$ cat src/rtl/mul_issue_unit.sv
// mul_issue_unit: execute-side front end for the RV32M multiply group.
// Issues MUL/MULH/MULHSU/MULHU requests to a pipelined 32x32 array
// multiplier that cannot stall. It tracks in-flight ops, applies the MULHSU
// sign correction, picks the result half and buffers results in a FIFO. A
// credit counter guarantees that the FIFO can never overflow.
//
// Ports:
//   clk, rst                   clock, async active-high reset
//   req_valid_i/req_ready_o    request handshake from ID/EX
//   req_funct3_i               00 MUL, 01 MULH, 10 MULHSU, 11 MULHU
//   req_rs1_i, req_rs2_i       operands
//   req_rd_i                   destination tag
//   flush_i                    kill all in-flight and buffered ops
//   mul_start_o, mul_signed_o  multiplier control
//   mul_x_o, mul_y_o           multiplier operands
//   mul_result_i               64-bit product, valid MUL_LATENCY edges after issue
//   resp_valid_o/resp_ready_i  result handshake toward writeback
//   resp_data_o, resp_rd_o     result and tag (FIFO head)
module mul_issue_unit #(
    parameter int MUL_LATENCY = 3,
    parameter int FIFO_DEPTH  = 4,
    parameter int TAG_W       = 5
) (
    input  logic             clk,
    input  logic             rst,
    input  logic             req_valid_i,
    output logic             req_ready_o,
    input  logic [1:0]       req_funct3_i,
    input  logic [31:0]      req_rs1_i,
    input  logic [31:0]      req_rs2_i,
    input  logic [TAG_W-1:0] req_rd_i,
    input  logic             flush_i,
    output logic             mul_start_o,
    output logic             mul_signed_o,
    output logic [31:0]      mul_x_o,
    output logic [31:0]      mul_y_o,
    input  logic [63:0]      mul_result_i,
    output logic             resp_valid_o,
    input  logic             resp_ready_i,
    output logic [31:0]      resp_data_o,
    output logic [TAG_W-1:0] resp_rd_o
);
    localparam int CW   = $clog2(FIFO_DEPTH + 1);
    localparam int PW   = $clog2(FIFO_DEPTH);
    localparam int LAST = MUL_LATENCY - 1;

    typedef enum logic [1:0] {
        OP_MUL    = 2'b00,
        OP_MULH   = 2'b01,
        OP_MULHSU = 2'b10,
        OP_MULHU  = 2'b11
    } op_e;

    logic [CW-1:0] credits;
    logic          accept;
    logic          pop;
    logic          push;
    logic [31:0]   result;

    // Tracker: one slot per multiplier pipeline stage.
    logic [MUL_LATENCY-1:0] trk_vld;
    logic [1:0]             trk_op   [MUL_LATENCY];
    logic [TAG_W-1:0]       trk_rd   [MUL_LATENCY];
    logic [31:0]            trk_corr [MUL_LATENCY];

    // Result FIFO
    logic [31:0]      fifo_data [FIFO_DEPTH];
    logic [TAG_W-1:0] fifo_rd   [FIFO_DEPTH];
    logic [PW-1:0]    wr_ptr;
    logic [PW-1:0]    rd_ptr;
    logic [CW-1:0]    count;

    // Credits count in-flight plus buffered ops. Hence a full credit count
    // always leaves room in the FIFO for every op still in the multiplier.
    assign req_ready_o = !flush_i && (credits < CW'(FIFO_DEPTH));
    assign accept      = req_valid_i && req_ready_o;
    assign pop         = resp_valid_o && resp_ready_i;

    assign mul_start_o  = accept;
    assign mul_signed_o = accept && (req_funct3_i == OP_MULH);
    assign mul_x_o      = accept ? req_rs1_i : '0;
    assign mul_y_o      = accept ? req_rs2_i : '0;

    always_ff @(posedge clk or posedge rst) begin
        if (rst) begin
            credits <= '0;
        end else if (flush_i) begin
            credits <= '0;
        end else begin
            credits <= credits + CW'(accept) - CW'(pop);
        end
    end

    // The slot at index LAST is valid during the cycle whose closing edge
    // samples mul_result_i. Flush clears all valid bits. accept is already
    // low in a flush cycle, so slot 0 stays clear as well.
    always_ff @(posedge clk or posedge rst) begin
        if (rst) begin
            trk_vld <= '0;
            for (int i = 0; i < MUL_LATENCY; i++) begin
                trk_op[i]   <= '0;
                trk_rd[i]   <= '0;
                trk_corr[i] <= '0;
            end
        end else begin
            for (int i = LAST; i > 0; i--) begin
                trk_vld[i]  <= trk_vld[i-1] && !flush_i;
                trk_op[i]   <= trk_op[i-1];
                trk_rd[i]   <= trk_rd[i-1];
                trk_corr[i] <= trk_corr[i-1];
            end
            trk_vld[0]  <= accept;
            trk_op[0]   <= req_funct3_i;
            trk_rd[0]   <= req_rd_i;
            // MULHSU runs unsigned. When rs1 is negative the unsigned product
            // overshoots by rs2 * 2^32, so rs2 is subtracted from the high half.
            trk_corr[0] <= (req_funct3_i == OP_MULHSU && req_rs1_i[31]) ? req_rs2_i : '0;
        end
    end

    always_comb begin
        result = mul_result_i[63:32];
        case (trk_op[LAST])
            OP_MUL:    result = mul_result_i[31:0];
            OP_MULHSU: result = mul_result_i[63:32] - trk_corr[LAST];
            default:   result = mul_result_i[63:32];
        endcase
    end

    assign push = trk_vld[LAST] && !flush_i;

    // Pointers wrap naturally since FIFO_DEPTH is a power of two. A push and
    // a pop on a full FIFO write the slot that is being vacated by the pop.
    always_ff @(posedge clk or posedge rst) begin
        if (rst) begin
            wr_ptr <= '0;
            rd_ptr <= '0;
            count  <= '0;
            for (int i = 0; i < FIFO_DEPTH; i++) begin
                fifo_data[i] <= '0;
                fifo_rd[i]   <= '0;
            end
        end else if (flush_i) begin
            wr_ptr <= '0;
            rd_ptr <= '0;
            count  <= '0;
        end else begin
            if (push) begin
                fifo_data[wr_ptr] <= result;
                fifo_rd[wr_ptr]   <= trk_rd[LAST];
                wr_ptr            <= wr_ptr + 1'b1;
            end
            if (pop) rd_ptr <= rd_ptr + 1'b1;
            count <= count + CW'(push) - CW'(pop);
        end
    end

    assign resp_valid_o = (count != '0);
    assign resp_data_o  = fifo_data[rd_ptr];
    assign resp_rd_o    = fifo_rd[rd_ptr];

endmodule

$ cat config.mk
export PLATFORM = sky130hd
export DESIGN_NAME = mul_issue_unit
export DESIGN_NICKNAME = d
export VERILOG_FILES = /design/src/rtl/mul_issue_unit.sv
export SDC_FILE = /design/constraint.sdc
export NUM_CORES = 1
export LEC_CHECK = 0
export CORE_UTILIZATION = 30
export DETAILED_ROUTE_END_ITERATION = 8
export PLACE_DENSITY = 0.52
export SKIP_CTS_REPAIR_TIMING = 1
export SYNTH_ARGS = -nofsm -noshare
export SYNTH_HDL_FRONTEND = slang
export SYNTH_SLANG_ARGS = --single-unit
$ cat constraint.sdc
create_clock -name clk -period 11.9 [get_ports clk]
set_input_delay 1.19 -clock clk [delete_from_list [all_inputs] [get_ports clk]]
set_output_delay 1.19 -clock clk [all_outputs]
set_load 0.02 [all_outputs]
# [Word-level counts from Yosys, hierarchy flattened]
# Index checks and enable logic that the tools add are counted.
[word_totals] ff_bits=278 wordCells=76 out_inout_bits=105 inputBits=140
[classes] order_cmp=4 n_eq_ne=3 addsub=7 n_reduce_logical=15 n_mux=22 bitwise_logic=3
[ops] operator="$mux 32" count=6
[ops] operator="$bwmux 128" count=1
[ops] operator="$bmux 32 s2" count=1
[ops] operator="$demux 32 s2" count=1
[ops] operator="$pmux 32 s2" count=1
[ops] operator="$sub 32x32->32" count=1
[ops] operator="$bwmux 20" count=1
[ops] operator="$mux 5" count=3
[ops] operator="$bmux 5 s2" count=1
[ops] operator="$demux 5 s2" count=1
[ops] operator="$logic_and 1x1->1" count=9
[ops] operator="$mux 2" count=4
[ops] operator="$add 3x1->3" count=2
[ops] operator="$ge 3x3->1 const B" count=2
[ops] operator="$mux 3" count=2
[ops] operator="$not 2->3" count=2
[ops] operator="$sub 3x1->3" count=2
[ops] operator="$add 2x1->2 const B" count=2
[ops] operator="$eq 2x2->1 const B" count=2
[ops] operator="$reduce_bool 2->1" count=2
[ops] operator="$lt 3x1->1 const B" count=1
[ops] operator="$lt 3x3->1 const B" count=1
[ops] operator="$reduce_bool 3->1" count=1
[ops] operator="$eq 2x1->1 const B" count=1
[ops] operator="other kinds (4)" count=4

# [Logic depth before layout (Yosys ltp)]
# Gate-level depths: netlist of run 1.
[logic_depth] ltp_word=6 mapped_depth=13 ltp_nobuf=13

# [Worst setup path after synthesis of run 1]
# Ideal clock, no wire load.
[synth_timing] path_kind="input -> register" start="input mul_result_i[32]" end="register fifo_data[122] (netlist name)" stages=13 setup_ns=0.125 required_time_ns=11.775 setup_slack_ns=8.312 t_arrival_ns=3.464 cell_sequence="inv_1 -> ha_1 -> fa_1 -> nor2b_1 -> o21ai_1 -> a21oi_1 -> o2111ai_1 -> a211oi_1 -> o31a_1 -> nand4b_1 -> o2111ai_1 -> o21a_1 -> mux2_2"
[synth_between] elab_chain_cells=3
[synth_rtl] item="start, declared" line_no="37" text="input logic [63:0] mul_result_i,"
[synth_rtl] item="$sub 32x32->32" line_no="125" text="OP_MULHSU: result = mul_result_i[63:32] - trk_corr[LAST];"
[synth_rtl] item="$pmux 32 s2" line_no="123" text="case (trk_op[LAST])"
[synth_rtl] item="$bwmux 128" line_no="149" text="fifo_data[wr_ptr] <= result;"
[synth_rtl] item="end signal, assigned by index" line_no="149"
[synth_rtl] item="end, declared" line_no="67" text="logic [31:0] fifo_data [FIFO_DEPTH];"
# No other way between the ends.
# A chain may end at the register's enable or synchronous reset.

# [Worst setup path after layout of run 1]
[layout_timing] start="input flush_i" end="output mul_signed_o"
[layout_between] elab_chain_cells=4
[layout_rtl] item="start, declared" line_no="32" text="input logic flush_i,"
[layout_rtl] item="$logic_not 1->1" line_no="75" text="assign req_ready_o = !flush_i && (credits < CW'(FIFO_DEPTH));"
[layout_rtl] item="$logic_and 1x1->1" line_no="75"
[layout_rtl] item="$logic_and 1x1->1" line_no="76" text="assign accept = req_valid_i && req_ready_o;"
[layout_rtl] item="$logic_and 1x1->1" line_no="80" text="assign mul_signed_o = accept && (req_funct3_i == OP_MULH);"
[layout_rtl] item="end, declared" line_no="34" text="output logic mul_signed_o,"
# No other way between the ends.

==> metrics.txt, run 1 <==
row count=75; required time of the critical path=10.71 ns; Port-buffer cells=244; final instance area=0.0168 mm2; Total GRT Usage=16.3%; PwrDens=164 mW/mm2; net count after synthesis=1413; first-pass GRT wire length=55.8 mm; setup TNS=0 ns; Final Skew=0.00992 ns; register bit total from synthesis=278; post-DR vias/cell=4.83; area delta synth->final=30.5%; Final Hold Viols=0; GPL Wtd Cong=0.834; final setup vio count=0; Sequential Power Share=38.6%; CP Class=input port to primary output; antenna-violating nets left=0; clk sinks=278; sw frac=28.7%; DR vias=9663; synth top area cells=dfrtp_1 54%, mux4_2 6.5%, nand2_1 6.2%, o21ai_0 4.9%, ha_1 3.8%; part of the cycle the worst path needs=44.7%; synthesized area=0.0129 mm2; core area=0.0421 mm2; Avg Inst Size Synth=10.5 um2; routed wire length=35.5 mm; layout cell share with drive strength beyond 1=7.74%; Yosys cell types=64; Switch Pwr=792 uW; post-DP HPWL=25.3 mm; post-synthesis sequential area ratio=53.9%; Int Pwr=1.97 mW; largest net degree at the start of global routing=118; die area=0.0438 mm2; Lkg Pwr=7.56 nW; die height=209 um; CTS tree=yes; Crit Path Max Fanout=66; Tmin final=5.32 ns; top post-synthesis cells by count=278 x dfrtp_1, 214 x nand2_1, 126 x o21ai_0, 67 x and3_1, 67 x clkbuf_1; Mapped Cells=1231; Slew @ Worst Pin=1.13 ns; max_cap viols=0; async set-or-reset flop fraction in the synthesized netlist=100%; Area after DPL=0.0158 mm2; startpoint class of the critical path=input port; Crit. End Element=primary output; Synth area leader=dfrtp_1; Top FF cell, synth=dfrtp_1; root buffer cell=clkbuf_16; Post-synth EDFFs=0; Synth top area share=53.9%; Tightest Hold Check Type=register to register; Ports=245; DRT iter0 DRCs=518; Slew Viols, Final=0; # DRC=0; status=complete, no violations; CTS H-tree lvls=1; Worst slew margin=24.0%; RSZ-0062 raised after global routing=no; clock share of power=33.8%; IR drop worst, VDD=0.102 mV; Max clock buf depth=3; synth warn=0; Gate power share=27.6%; most common cell in the synthesized netlist=dfrtp_1; clock network latency to the later pin of the worst-skew pair=0.55 ns; vias in the first global route=9730; Avg WL per Cell=17.7 um; Chip Width=209 um; Max Clock Freq=188 MHz; DRT Pass-1 Iters=5; total grt overflow=0; register clock-pin slew on the reported worst setup and hold paths=0.06 ns; crit path DAT=4.13 ns; initial antenna violation count=10; fin nets=1626; Initial Util=30.6%; Num CTS Buffers=29
## routing by layer
layer | track usage [%] | share of wire, % | up-vias
met5 | 0 | 0.24 | -
met4 | 4.69 | 2.2 | 14
met3 | 4.19 | 6.8 | 57
met2 | 25.6 | 45 | 265
met1 | 22.2 | 46 | 4642
li1 | - | - | 4685
## placed cells by master, fill, tap and decap left out, drive strengths merged, types with 37 or more instances in the layout
| master | instances |
|---|---|
| dfrtp | 278 |
| clkdlybuf4s50 | 244 |
| nand2 | 214 |
| inv | 51 |
| o21ai | 143 |
| and3 | 67 |
| a21oi | 55 |
| nor2 | 40 |
| ha | 39 |
| mux4 | 37 |
| and2 | 41 |
| clkbuf | 39 |
## sequential cells by signal, summed over array words and instances, names as in the netlist
register	count
trk_op	6
count	3
credits	3
trk_corr	96
rd_ptr	2
wr_ptr	2
trk_rd	15
fifo_data	128
fifo_rd	20
trk_vld	3
## critical path, cell delays in order
cell and delay [ns]:
clkdlybuf4s50_1 0.71, nor2_4 0.97, and2_1 0.39, and3b_1 0.22
clkdlybuf4s50_1 0.61
## final cells by class
| type | instances | area (um2) |
|---|---|---|
| diodes | 2 | 5.00 |
| clock buffers | 39 | 803 |
| clock inverters | 8 | 170 |
| fillers | 4129 | 25300 |
| inverters | 52 | 203 |
| multi-input cells | 827 | 5480 |
| flip-flops and latches | 278 | 6960 |
| well taps | 539 | 674 |
| repair buffers | 256 | 2530 |
## power groups by stage
stage	logic, mW	clock network (mW)	registers [mW]
after floorplan	0.457	0	1.07
after global placement	0.771	0	1.08
after detailed placement	0.775	0	1.08
after CTS	0.777	0.964	1.07
after global routing	0.830	0.999	1.08
final	0.761	0.933	1.06
## final timing paths
kind | slack (ns) | cells past startpoint | start | endpoint
worst max register to register | 8.40 | 12 | trk_corr[0] | fifo_data[30]
worst min-delay path | 0.34 | 0 | trk_corr[81] | trk_corr[49]
worst min register to register | 0.34 | 0 | trk_corr[81] | trk_corr[49]
worst max-delay path | 6.58 | 5 | flush_i | mul_signed_o
max in group asynchronous | 9.02 | 3 | rst | fifo_data[44]
min in group asynchronous | 1.16 | 2 | rst | credits[2]
## metrics by stage
step                utilization, %  setup WS [ns]  total power, mW  hold WS (ns)  std cells
floorplan                        -           3.04             1.53         0.331       1231
global placement              37.6           6.60             1.85         0.332       1952
detailed placement            37.6           6.59             1.86         0.335       1952
CTS                           39.9           6.57             2.81         0.346       1999
global route                  39.9           6.36             2.90         0.347       1999
finish                        39.9           6.58             2.76         0.340       2001
## kinds of logic after synthesis
| family | after synthesis | synth area share [%] |
|---|---|---|
| AOI/OAI and AO/OA | 282 | 12.9 |
| muxes | 55 | 7.94 |
| and+or+nand+nor | 424 | 15.7 |
| xor gates and xnor gates | 24 | 1.63 |
| DFF | 278 | 53.9 |
| buffers and inverters | 126 | 3.71 |
| adders and majority gates | 42 | 4.25 |
(Power assumes the default switching activity.)
==> run 2: changes to the inputs <==
==> constraint.sdc (replaced) <==
create_clock -name clk -period 5.05 [get_ports clk]
set_input_delay 0.505 -clock clk [delete_from_list [all_inputs] [get_ports clk]]
set_output_delay 0.505 -clock clk [all_outputs]
set_load 0.02 [all_outputs]
==> metrics.txt, run 2 (same netlist as run 1, synthesis figures left out) <==
fin nets=1631; area delta synth->final=31.3%; part of the cycle the worst path needs=71.1%; layout cell share with drive strength beyond 1=8.63%; Largest register FFs=128; post-DP HPWL=26.4 mm; post-DR vias/cell=4.80; vias in the first global route=10000; Chip Width=209 um; total grt overflow=0; largest net degree at the start of global routing=98; Power Total=6.53 mW; commonest non-fill, non-tap cell in the layout=dfrtp_1; Filler Cell Count=4130; Max Clock Freq=279 MHz; Final Hold Viols=0; GPL Wtd Cong=0.845; Slew @ Worst Pin=1.01 ns; DRT iter0 DRCs=495; Initial Util=30.6%; register clock-pin slew on the reported worst setup and hold paths=0.07 ns; Total GRT Usage=16.7%; Max clock buf depth=3; worst setup margin=1.46 ns; startpoint class of the critical path=input port; routed wire length=36.3 mm; clock network latency to the later pin of the worst-skew pair=0.56 ns; Largest Register=fifo_data; Avg WL per Cell=18.0 um; # DRC=0; row count=75; max_cap viols=0; first-pass GRT wire length=57.3 mm; clk sinks=278; CP Class=input port to primary output; CTS H-tree lvls=1; final instance area=0.0169 mm2; crit path DAT=3.08 ns; IR drop worst, VDD=0.231 mV; die height=209 um; Placement Setup Slack=1.09 ns; Ports=245; Crit Path Max Fanout=35; required time of the critical path=4.55 ns; PwrDens=386 mW/mm2; Tightest Hold Check Type=register to register; antenna-violating nets left=0; initial antenna violation count=4; root buffer cell=clkbuf_16; Tmin final=3.59 ns; Num CTS Buffers=29; Slew Viols, Final=0; RSZ-0062 raised after global routing=no; final setup vio count=0; status=complete, no violations; DRT Pass-1 Iters=4; most frequent cells in the layout=276 x dfrtp_1, 244 x clkdlybuf4s50_1, 210 x nand2_1; Worst slew margin=32.4%; Hold WS=0.335 ns; core area=0.0421 mm2; Crit. End Element=primary output; Area after DPL=0.0159 mm2; Final Skew=0.0139 ns; Lkg Pwr=7.61 nW; CTS tree=yes; Largest regs=fifo_data: 128 flops, trk_corr: 96 flops, fifo_rd: 20 flops; DR vias=9676; Port-buffer cells=244; setup TNS=0 ns; die area=0.0438 mm2
-- run 2: cell count changes in the layout (fill, tap and decap cells not counted) --
cell	before	now
clkinv_2	1	6
clkinvlp_4	2	3
buf_12	0	3
bufinv_16	5	3
buf_4	12	14
inv_6	0	2
clkbuf_8	4	7
diode_2	2	4
clkbuf_1	6	3
-- run 2: critical path, stage by stage --
cell and delay [ns]:
clkdlybuf4s50_1 0.70, nor2_4 0.65, buf_4 0.38, and3_1 0.19, clkdlybuf4s50_1 0.63
-- run 2: final timing paths --
check	start	end	slack (ns)	cells after the start
max in group asynchronous	rst	trk_op[2]	3.46	3
worst max register to register	trk_corr[0]	fifo_data[90]	1.80	12
worst min-delay path	trk_corr[54]	trk_corr[22]	0.33	0
min in group asynchronous	rst	fifo_data[104]	0.55	2
worst max-delay path	flush_i	mul_x_o[24]	1.46	5
worst min register to register	trk_corr[54]	trk_corr[22]	0.33	0
-- run 2: metal layers --
metal	global-route usage (%)	vias to the layer above	wire (um)
li1	-	4695	-
met1	22.6	4673	16500
met2	26.7	260	16600
met3	4.01	46	2460
met4	4.49	2	746
met5	0	-	13
-- run 2: report_power, final --
part	switching, mW	internal [mW]
Combinational	0.890	0.871
Sequential	0.151	2.41
Clock	0.893	1.31
Total	1.94	4.60
-- run 2: metrics by stage --
| step | util (%) | std cells |
|---|---|---|
| 6_report | 40.2 | 2014 |
| 5_1_grt | 40.2 | 2011 |
| 4_1_cts | 40.1 | 2010 |
| 3_5_place_dp | 37.8 | 1957 |
| 3_3_place_gp | 37.8 | 1957 |
| 2_1_floorplan | - | 1231 |
-- run 2: layout make-up --
class | count | area, um2 | share of cell area [%]
tap | 539 | 674 | 3.98
clock inverter | 14 | 164 | 0.968
multi-input combinational | 827 | 5480 | 32.4
timing repair buffer | 261 | 2610 | 15.4
clock buffer | 39 | 833 | 4.92
inverter | 52 | 199 | 1.18
sequential | 278 | 6960 | 41.1
antenna | 4 | 10.0 | 0.0591
